**src/rtl/scan_sram_pkg.sv**
```systemverilog
// Shared definitions for the scan-chain SRAM port controller.
// Holds the FSM state encoding, field-offset constants and helpers that
// compute the scan frame geometry from the block parameters.
//
// Frame layout, MSB first:
//   {sel, port0{addr, din, csb, web, wmask}, port1{...}, ...}
// Inside one port slot, offsets are counted from the slot LSB (wmask).
package scan_sram_pkg;

    typedef enum logic [1:0] {
        ST_IDLE    = 2'd0,
        ST_ACCESS  = 2'd1,
        ST_WAIT    = 2'd2,
        ST_CAPTURE = 2'd3
    } state_t;

    localparam int OFF_WMASK = 0;

    function automatic int port_w(input int addr_w, input int data_w, input int mask_w);
        return addr_w + data_w + 2 + mask_w;
    endfunction

    function automatic int scan_len(input int sel_w, input int num_ports,
                                    input int addr_w, input int data_w,
                                    input int mask_w);
        return sel_w + num_ports * port_w(addr_w, data_w, mask_w);
    endfunction

    // Port 0 sits directly below sel, so higher port numbers sit lower.
    function automatic int port_lsb(input int p, input int num_ports, input int pw);
        return (num_ports - 1 - p) * pw;
    endfunction

    function automatic int off_web(input int mask_w);
        return mask_w;
    endfunction

    function automatic int off_csb(input int mask_w);
        return mask_w + 1;
    endfunction

    function automatic int off_din(input int mask_w);
        return mask_w + 2;
    endfunction

    function automatic int off_addr(input int mask_w, input int data_w);
        return mask_w + 2 + data_w;
    endfunction

endpackage

```
**src/rtl/scan_frame_reg.sv**
```systemverilog
// Scan frame storage: serial shift register, saturating shift counter and
// parallel replacement of selected din fields with captured read data.
//
// Ports:
//   clk, reset_n  clock, async active-low reset
//   shift_en      shift frame left one bit, scan_in enters the LSB
//   scan_in       serial input
//   load_en       replace din field of every port flagged in load_mask
//   load_mask     per-port select for the parallel load
//   load_data     replacement din values, port p at [p*DATA_W +: DATA_W]
//   frame         full frame contents
//   frame_valid   a full SCAN_LEN bits have been shifted since the last load
module scan_frame_reg
    import scan_sram_pkg::*;
#(
    parameter int SEL_W     = 4,
    parameter int NUM_PORTS = 2,
    parameter int ADDR_W    = 16,
    parameter int DATA_W    = 32,
    parameter int MASK_W    = 4,
    localparam int SCAN_LEN = scan_len(SEL_W, NUM_PORTS, ADDR_W, DATA_W, MASK_W)
) (
    input  logic                        clk,
    input  logic                        reset_n,
    input  logic                        shift_en,
    input  logic                        scan_in,
    input  logic                        load_en,
    input  logic [NUM_PORTS-1:0]        load_mask,
    input  logic [NUM_PORTS*DATA_W-1:0] load_data,
    output logic [SCAN_LEN-1:0]         frame,
    output logic                        frame_valid
);

    localparam int PORT_W = port_w(ADDR_W, DATA_W, MASK_W);
    localparam int CNT_W  = $clog2(SCAN_LEN + 1);

    logic [SCAN_LEN-1:0] frame_q;
    logic [SCAN_LEN-1:0] frame_loaded;
    logic [CNT_W-1:0]    cnt_q;

    always_comb begin
        frame_loaded = frame_q;
        for (int p = 0; p < NUM_PORTS; p++) begin
            if (load_mask[p]) begin
                frame_loaded[port_lsb(p, NUM_PORTS, PORT_W) + off_din(MASK_W) +: DATA_W] =
                    load_data[p*DATA_W +: DATA_W];
            end
        end
    end

    always_ff @(posedge clk or negedge reset_n) begin
        if (!reset_n) begin
            frame_q <= '0;
            cnt_q   <= '0;
        end else if (shift_en) begin
            frame_q <= {frame_q[SCAN_LEN-2:0], scan_in};
            if (cnt_q != CNT_W'(SCAN_LEN)) begin
                cnt_q <= cnt_q + CNT_W'(1);
            end
        end else if (load_en) begin
            // A load invalidates the frame until it has been fully shifted again.
            frame_q <= frame_loaded;
            cnt_q   <= '0;
        end
    end

    assign frame       = frame_q;
    assign frame_valid = (cnt_q == CNT_W'(SCAN_LEN));

endmodule

```
**src/rtl/scan_sram_port_ctrl.sv**
```systemverilog
// Scan-driven SRAM port controller. A frame shifted in over scan_in
// describes one access per SRAM port; a falling edge on global_csb fires
// the access, read data is captured and can be loaded back into the frame
// for scan-out.
//
// Ports:
//   clk, reset_n       clock, async active-low reset
//   scan_en, scan_in   frame shift control / serial data
//   scan_out           frame MSB
//   sram_load          copy captured read data into the frame din fields
//   global_csb         active-low access strobe (falling edge triggers)
//   err_clr            clear sticky error flags
//   sram_*             SRAM macro port bundle, port p at slice p
//   busy               access in progress
//   err_frame          trigger seen with an incomplete frame (sticky)
//   err_busy           scan_en asserted while busy (sticky)
//   access_cnt         completed access count, wraps at 16 bits
//
// state    | meaning
// IDLE     | shifting / loading allowed, waiting for trigger
// ACCESS   | one cycle, frame fields driven onto the SRAM ports
// WAIT     | READ_LAT-1 cycles of read latency
// CAPTURE  | sram_dout registered for the read ports
module scan_sram_port_ctrl
    import scan_sram_pkg::*;
#(
    parameter int SEL_W     = 4,
    parameter int NUM_PORTS = 2,
    parameter int ADDR_W    = 16,
    parameter int DATA_W    = 32,
    parameter int MASK_W    = 4,
    parameter int READ_LAT  = 1,
    parameter int AUTO_LOAD = 0
) (
    input  logic                        clk,
    input  logic                        reset_n,
    input  logic                        scan_en,
    input  logic                        scan_in,
    output logic                        scan_out,
    input  logic                        sram_load,
    input  logic                        global_csb,
    input  logic                        err_clr,
    output logic [SEL_W-1:0]            sram_sel,
    output logic [NUM_PORTS-1:0]        sram_csb,
    output logic [NUM_PORTS-1:0]        sram_web,
    output logic [NUM_PORTS*MASK_W-1:0] sram_wmask,
    output logic [NUM_PORTS*ADDR_W-1:0] sram_addr,
    output logic [NUM_PORTS*DATA_W-1:0] sram_din,
    input  logic [NUM_PORTS*DATA_W-1:0] sram_dout,
    output logic                        busy,
    output logic                        err_frame,
    output logic                        err_busy,
    output logic [15:0]                 access_cnt
);

    localparam int SCAN_LEN  = scan_len(SEL_W, NUM_PORTS, ADDR_W, DATA_W, MASK_W);
    localparam int PORT_W    = port_w(ADDR_W, DATA_W, MASK_W);
    localparam int WAIT_W    = $clog2(READ_LAT + 1);
    localparam int WAIT_LOAD = (READ_LAT > 1) ? READ_LAT - 2 : 0;

    state_t state_q, state_d;
    logic [WAIT_W-1:0] wait_cnt_q;

    logic csb_sync_q, csb_edge_q, csb_fall;
    logic idle, shift_req, trig, start, frame_err, load_req, auto_load, load_en;

    logic [SCAN_LEN-1:0]         frame;
    logic                        frame_valid;
    logic [SEL_W-1:0]            f_sel;
    logic [NUM_PORTS-1:0]        f_csb, f_web, read_mask;
    logic [NUM_PORTS*MASK_W-1:0] f_wmask;
    logic [NUM_PORTS*ADDR_W-1:0] f_addr;
    logic [NUM_PORTS*DATA_W-1:0] f_din;
    logic [NUM_PORTS*DATA_W-1:0] cap_q, cap_next, load_data;

    logic [SEL_W-1:0]            sel_q;
    logic [NUM_PORTS-1:0]        csb_q, web_q;
    logic [NUM_PORTS*MASK_W-1:0] wmask_q;
    logic [NUM_PORTS*ADDR_W-1:0] addr_q;
    logic [NUM_PORTS*DATA_W-1:0] din_q;
    logic                        err_frame_q, err_busy_q;
    logic [15:0]                 access_cnt_q;

    // Frame field extraction
    assign f_sel = frame[SCAN_LEN-1 -: SEL_W];

    for (genvar p = 0; p < NUM_PORTS; p++) begin : g_field
        localparam int LSB = port_lsb(p, NUM_PORTS, PORT_W);
        assign f_wmask[p*MASK_W +: MASK_W] = frame[LSB + OFF_WMASK +: MASK_W];
        assign f_web[p]                    = frame[LSB + off_web(MASK_W)];
        assign f_csb[p]                    = frame[LSB + off_csb(MASK_W)];
        assign f_din[p*DATA_W +: DATA_W]   = frame[LSB + off_din(MASK_W) +: DATA_W];
        assign f_addr[p*ADDR_W +: ADDR_W]  = frame[LSB + off_addr(MASK_W, DATA_W) +: ADDR_W];
    end

    assign read_mask = ~f_csb & f_web;

    // Request decode; priority in IDLE is shift > trigger > load.
    assign csb_fall  = csb_edge_q & ~csb_sync_q;
    assign idle      = (state_q == ST_IDLE);
    assign shift_req = idle & scan_en;
    assign trig      = idle & ~scan_en & csb_fall;
    assign start     = trig & frame_valid;
    assign frame_err = trig & ~frame_valid;
    assign load_req  = idle & ~scan_en & ~csb_fall & sram_load & (AUTO_LOAD == 0);
    assign auto_load = (AUTO_LOAD != 0) && (state_q == ST_CAPTURE);
    assign load_en   = load_req | auto_load;

    always_comb begin
        cap_next = cap_q;
        for (int p = 0; p < NUM_PORTS; p++) begin
            if (read_mask[p]) begin
                cap_next[p*DATA_W +: DATA_W] = sram_dout[p*DATA_W +: DATA_W];
            end
        end
    end

    // Auto-load happens on the same edge that captures, so it takes the
    // freshly sampled dout rather than the not-yet-updated capture register.
    assign load_data = (state_q == ST_CAPTURE) ? cap_next : cap_q;

    scan_frame_reg #(
        .SEL_W     (SEL_W),
        .NUM_PORTS (NUM_PORTS),
        .ADDR_W    (ADDR_W),
        .DATA_W    (DATA_W),
        .MASK_W    (MASK_W)
    ) u_frame (
        .clk         (clk),
        .reset_n     (reset_n),
        .shift_en    (shift_req),
        .scan_in     (scan_in),
        .load_en     (load_en),
        .load_mask   (read_mask),
        .load_data   (load_data),
        .frame       (frame),
        .frame_valid (frame_valid)
    );

    // FSM
    always_ff @(posedge clk or negedge reset_n) begin
        if (!reset_n) begin
            state_q <= ST_IDLE;
        end else begin
            state_q <= state_d;
        end
    end

    always_comb begin
        state_d = state_q;
        case (state_q)
            ST_IDLE:    if (start) state_d = ST_ACCESS;
            ST_ACCESS:  state_d = (READ_LAT > 1) ? ST_WAIT : ST_CAPTURE;
            ST_WAIT:    if (wait_cnt_q == '0) state_d = ST_CAPTURE;
            ST_CAPTURE: state_d = ST_IDLE;
            default:    state_d = ST_IDLE;
        endcase
    end

    // Read-latency down-counter, terminal count zero ends WAIT.
    always_ff @(posedge clk or negedge reset_n) begin
        if (!reset_n) begin
            wait_cnt_q <= '0;
        end else if (state_q == ST_ACCESS) begin
            wait_cnt_q <= WAIT_W'(WAIT_LOAD);
        end else if ((state_q == ST_WAIT) && (wait_cnt_q != '0)) begin
            wait_cnt_q <= wait_cnt_q - WAIT_W'(1);
        end
    end

    // Strobe synchroniser and edge register; idle-high after reset so a
    // released reset never looks like a falling edge.
    always_ff @(posedge clk or negedge reset_n) begin
        if (!reset_n) begin
            csb_sync_q <= 1'b1;
            csb_edge_q <= 1'b1;
        end else begin
            csb_sync_q <= global_csb;
            csb_edge_q <= csb_sync_q;
        end
    end

    // SRAM port drive: registered so csb/web are active exactly in ACCESS,
    // while sel/addr/din/wmask hold between accesses.
    always_ff @(posedge clk or negedge reset_n) begin
        if (!reset_n) begin
            sel_q   <= '0;
            addr_q  <= '0;
            din_q   <= '0;
            wmask_q <= '0;
            csb_q   <= '1;
            web_q   <= '1;
        end else if (start) begin
            sel_q   <= f_sel;
            addr_q  <= f_addr;
            din_q   <= f_din;
            wmask_q <= f_wmask;
            csb_q   <= f_csb;
            web_q   <= f_web;
        end else begin
            csb_q   <= '1;
            web_q   <= '1;
        end
    end

    always_ff @(posedge clk or negedge reset_n) begin
        if (!reset_n) begin
            cap_q        <= '0;
            access_cnt_q <= '0;
        end else if (state_q == ST_CAPTURE) begin
            cap_q        <= cap_next;
            access_cnt_q <= access_cnt_q + 16'd1;
        end
    end

    always_ff @(posedge clk or negedge reset_n) begin
        if (!reset_n) begin
            err_frame_q <= 1'b0;
            err_busy_q  <= 1'b0;
        end else begin
            if (frame_err)    err_frame_q <= 1'b1;
            else if (err_clr) err_frame_q <= 1'b0;
            if (~idle & scan_en) err_busy_q <= 1'b1;
            else if (err_clr)    err_busy_q <= 1'b0;
        end
    end

    assign scan_out   = frame[SCAN_LEN-1];
    assign sram_sel   = sel_q;
    assign sram_csb   = csb_q;
    assign sram_web   = web_q;
    assign sram_wmask = wmask_q;
    assign sram_addr  = addr_q;
    assign sram_din   = din_q;
    assign busy       = (state_q != ST_IDLE);
    assign err_frame  = err_frame_q;
    assign err_busy   = err_busy_q;
    assign access_cnt = access_cnt_q;

endmodule

```
**config.mk**
```make
export PLATFORM = sky130hd
export DESIGN_NAME = scan_sram_port_ctrl
export DESIGN_NICKNAME = d
export VERILOG_FILES = /design/src/rtl/scan_sram_pkg.sv /design/src/rtl/scan_frame_reg.sv /design/src/rtl/scan_sram_port_ctrl.sv
export SDC_FILE = /design/constraint.sdc
export NUM_CORES = 1
export LEC_CHECK = 0
export BUFFER_PORTS_ARGS = -buffer_cell sky130_fd_sc_hd__clkbuf_2
export CAP_MARGIN = 15
export CORE_ASPECT_RATIO = 0.8
export CORE_MARGIN = 2
export CORE_UTILIZATION = 51
export DETAILED_ROUTE_END_ITERATION = 12
export PLACE_DENSITY_LB_ADDON = 0.1
export SLEW_MARGIN = 20
export SYNTH_ARGS = -nofsm -noshare
export SYNTH_HDL_FRONTEND = slang
export SYNTH_SLANG_ARGS = --single-unit
```
**constraint.sdc**
```tcl
create_clock -name clk -period 2.1 [get_ports clk]
set_clock_uncertainty 0.2 [all_clocks]
set_input_delay 0.105 -clock clk [delete_from_list [all_inputs] [get_ports clk]]
set_output_delay 0.105 -clock clk [all_outputs]
set_load 0.03 [all_outputs]
```
==> impl_metrics.env <==
export IMPL_wl_met3_mm=1.53
export IMPL_cts_tree="built"
export IMPL_highest_layer="met4"
export IMPL_core_area_sq_mm=0.0244
export IMPL_total_leakage_power_nw=9.25
export IMPL_yosysUniqueCellTypes=37
export IMPL_grt_pass1_vias=8792
export IMPL_p_total_mw=13.6
export IMPL_cp_max_fo=5
export IMPL_synth_area_sq_mm=0.0127
export IMPL_min_period_over_period=1.03
export IMPL_die_area_sq_mm=0.0262
export IMPL_worstSetupEndpointType="register"
export IMPL_wire_per_inst_um=19.0
export IMPL_vias_per_cell=5.18
export IMPL_insertion_delay_ns=0.56
export IMPL_power_density_mw_per_mm2=778
export IMPL_timing_final_crit_period_ns=2.17
export IMPL_die_h_um=145
export IMPL_hpwl_mm=17.0
export IMPL_synth_flop_cell="dfrtp_1"
export IMPL_gp_congestion=0.782
export IMPL_fill_cells=1667
export IMPL_row_count=51
export IMPL_drv_slew=0
export IMPL_yosysSeqAreaShare=0.628
export IMPL_max_slew_margin_rel=0.677
export IMPL_ys_ff_latch=318
export IMPL_antenna_found_initial=1
export IMPL_drc=0
export IMPL_cp_arrival_ns=2.40
export IMPL_path_class="reg -> reg"
export IMPL_synth_fp_nets=1067
export IMPL_fin_util=0.715
export IMPL_grt_pass1_wl_mm=48.1
export IMPL_final_cell_mix="dfrtp_1 (312), nand2_1 (219), clkbuf_2 (201), mux2_4 (146), dlygate4sd3_1 (72)"
export IMPL_drv_cap=0
export IMPL_synth_edf_count=0
export IMPL_htreeDepth=1
export IMPL_cp_required_ns=2.33
export IMPL_wl_met2_mm=14.6
export IMPL_first_iter_violations=542
export IMPL_drt_pass1_iter_count=4
export IMPL_nets=1395
export IMPL_wl_mm=31.5
export IMPL_rsz0062_at_grt="yes"
export IMPL_status="finished, violations left"
export IMPL_violations="negative setup slack"
export IMPL_grt_total_usage=0.228
export IMPL_timing_fmax_mhz=461
export IMPL_ir_drop_v=0.000683
export IMPL_grt_overflow=0
export IMPL_synthesis_instances=989
export IMPL_m1WireLength_mm=14.8
export IMPL_die_w_um=180
export IMPL_startpoint_type="register"
export IMPL_multi_input_area_sq_mm=0.00502
export IMPL_drive_gt1_frac=0.382
export IMPL_clockRootBuffer="clkbuf_16"
export IMPL_postLayoutSetupSlackWorst_ns=-0.0680
export IMPL_io_pins=203
export IMPL_clock_path_buffers=3
export IMPL_register_area_sq_mm=0.00797
export IMPL_clk_pin_slew_worst_paths_ns=0.07
export IMPL_dr_total_vias=8606
export IMPL_port_buffer_count=202
export IMPL_layout_commonest_cell="dfrtp_1"
export IMPL_worst_pin_slew_ns=0.484
export IMPL_cts_made_buffers=31
export IMPL_ant_nets=0
export IMPL_grt_max_degree=58
export IMPL_clkSinkCount=318
export IMPL_hp_class="in -> reg"
export IMPL_avgSynthCellArea_sq_um=12.8
export IMPL_finalSetupViolCount=82
export IMPL_area_growth_pct=37.5
export IMPL_finalHoldViolCount=0
export IMPL_initial_core_util=0.520
export IMPL_async_flop_share=1.00
export IMPL_ys_warn_count=0
==> power breakdown <==
group	switching [mW]	total (mW)	internal, mW
registers	0.265	6.72	6.46
clock network	2.41	5.82	3.42
logic	0.520	1.02	0.501
==> final timing paths <==
path                            start                 end  slack [ns]  cells after the start
max                        state_q[0]       sram_addr[11]       -0.07                      8
min                           scan_in    u_frame.frame[0]        0.10                      4
max reg2reg                state_q[0]       sram_addr[11]       -0.07                      8
min reg2reg                csb_sync_q          csb_edge_q        0.21                      0
max in group asynchronous     reset_n  u_frame.frame[103]        0.57                      4
min in group asynchronous     reset_n           cap_q[46]        0.41                      3
==> synth_stat cells (2+ instances only) <==
master / number / area, sq um
dfrtp_1: 312 / 7810
nor3_1: 4 / 20.0
xnor2_1: 10 / 87.6
nand4_1: 6 / 37.5
nor4_1: 2 / 12.5
a21o_1: 2 / 15.0
ha_1: 7 / 87.6
clkbuf_1: 19 / 71.3
nand3_1: 13 / 65.1
nor2b_1: 3 / 18.8
and2_1: 2 / 12.5
nand3b_1: 2 / 15.0
buf_6: 9 / 101
buf_2: 19 / 95.1
xor2_1: 8 / 70.1
nand2b_1: 5 / 31.3
inv_1: 7 / 26.3
o21ai_0: 66 / 330
mux2_1: 76 / 856
buf_4: 5 / 37.5
mux2_2: 99 / 1110
mux2i_1: 64 / 641
nand2_1: 220 / 826
nor2_1: 11 / 41.3
dfstp_2: 6 / 158
==> layer usage <==
layer / track usage / vias to the layer above
li1: - / 4013
met1: 0.334 / 4371
met2: 0.356 / 180
met3: 0.0474 / 42
met4: 0.0448 / 0
met5: 0 / -
==> critical path, stage by stage, from the launching register on <==
cell and delay (ns):
dfrtp_1 0.41, inv_2 0.10, ha_4 0.13, nor4bb_4 0.17
and4bb_4 0.30, buf_12 0.15, buf_12 0.13, clkbuf_16 0.15
mux2_4 0.30
==> area by class of cell <==
class,instances,share of cell area
timing repair buffer,347,0.169
clock buffer,41,0.0501
tap,318,0.0228
inverter,7,0.00172
antenna,1,0.000144
sequential,318,0.457
multi-input combinational,612,0.288
clock inverter,17,0.0112
==> sequential cells by signal, indices dropped and copies added, names as in the netlist <==
register and cells:
csb_sync_q 1, u_frame.frame 112, sram_web 2, csb_edge_q 1, wait_cnt_q 1, state_q 2
sram_csb 2, err_busy 1, cap_q 64, sram_wmask 8, sram_din 64, access_cnt 16
err_frame 1, sram_addr 32, u_frame.cnt_q 7, sram_sel 4
==> cell families after synthesis <==
group,Yosys count,synth area share
adder cells (fa/ha/maj),7,0.00690
multiplexers,239,0.206
buffers and inverters,59,0.0261
AND/OR/NAND/NOR,275,0.0900
AO/OA/AOI/OAI,73,0.0308
XOR/XNOR,18,0.0124
flip-flops,318,0.628
==> through the flow <==
| stage | std cells | TNS, ns | hold WS (ns) | worst slack (ns) | instance area [sq um] |
|---|---|---|---|---|---|
| finish | 1661 | -2.44 | 0.100 | -0.0680 | 17400 |
| global route | 1661 | -10.66 | 0.108 | -0.136 | 17400 |
| CTS | 1647 | -1.47 | 0.0891 | -0.0583 | 16800 |
| detailed placement | 1493 | -7.44 | -0.120 | -0.0894 | 14300 |
| global placement | 1493 | -1.65 | -0.115 | -0.0260 | 14300 |
| floorplan | 989 | 0 | -0.391 | 0.000245 | 12700 |
==> timing repair <==
item / in CTS / in global routing
resized for setup: 115 / 122
setup buffers: 14 / 7
cloned: 10 / 8
endpoints found under the setup margin: 149 / 179
hold buffers: 73 / 0
hold endpoints to repair: 454 / 0
pin swaps: 3 / 9
(Power assumes the default switching activity.)
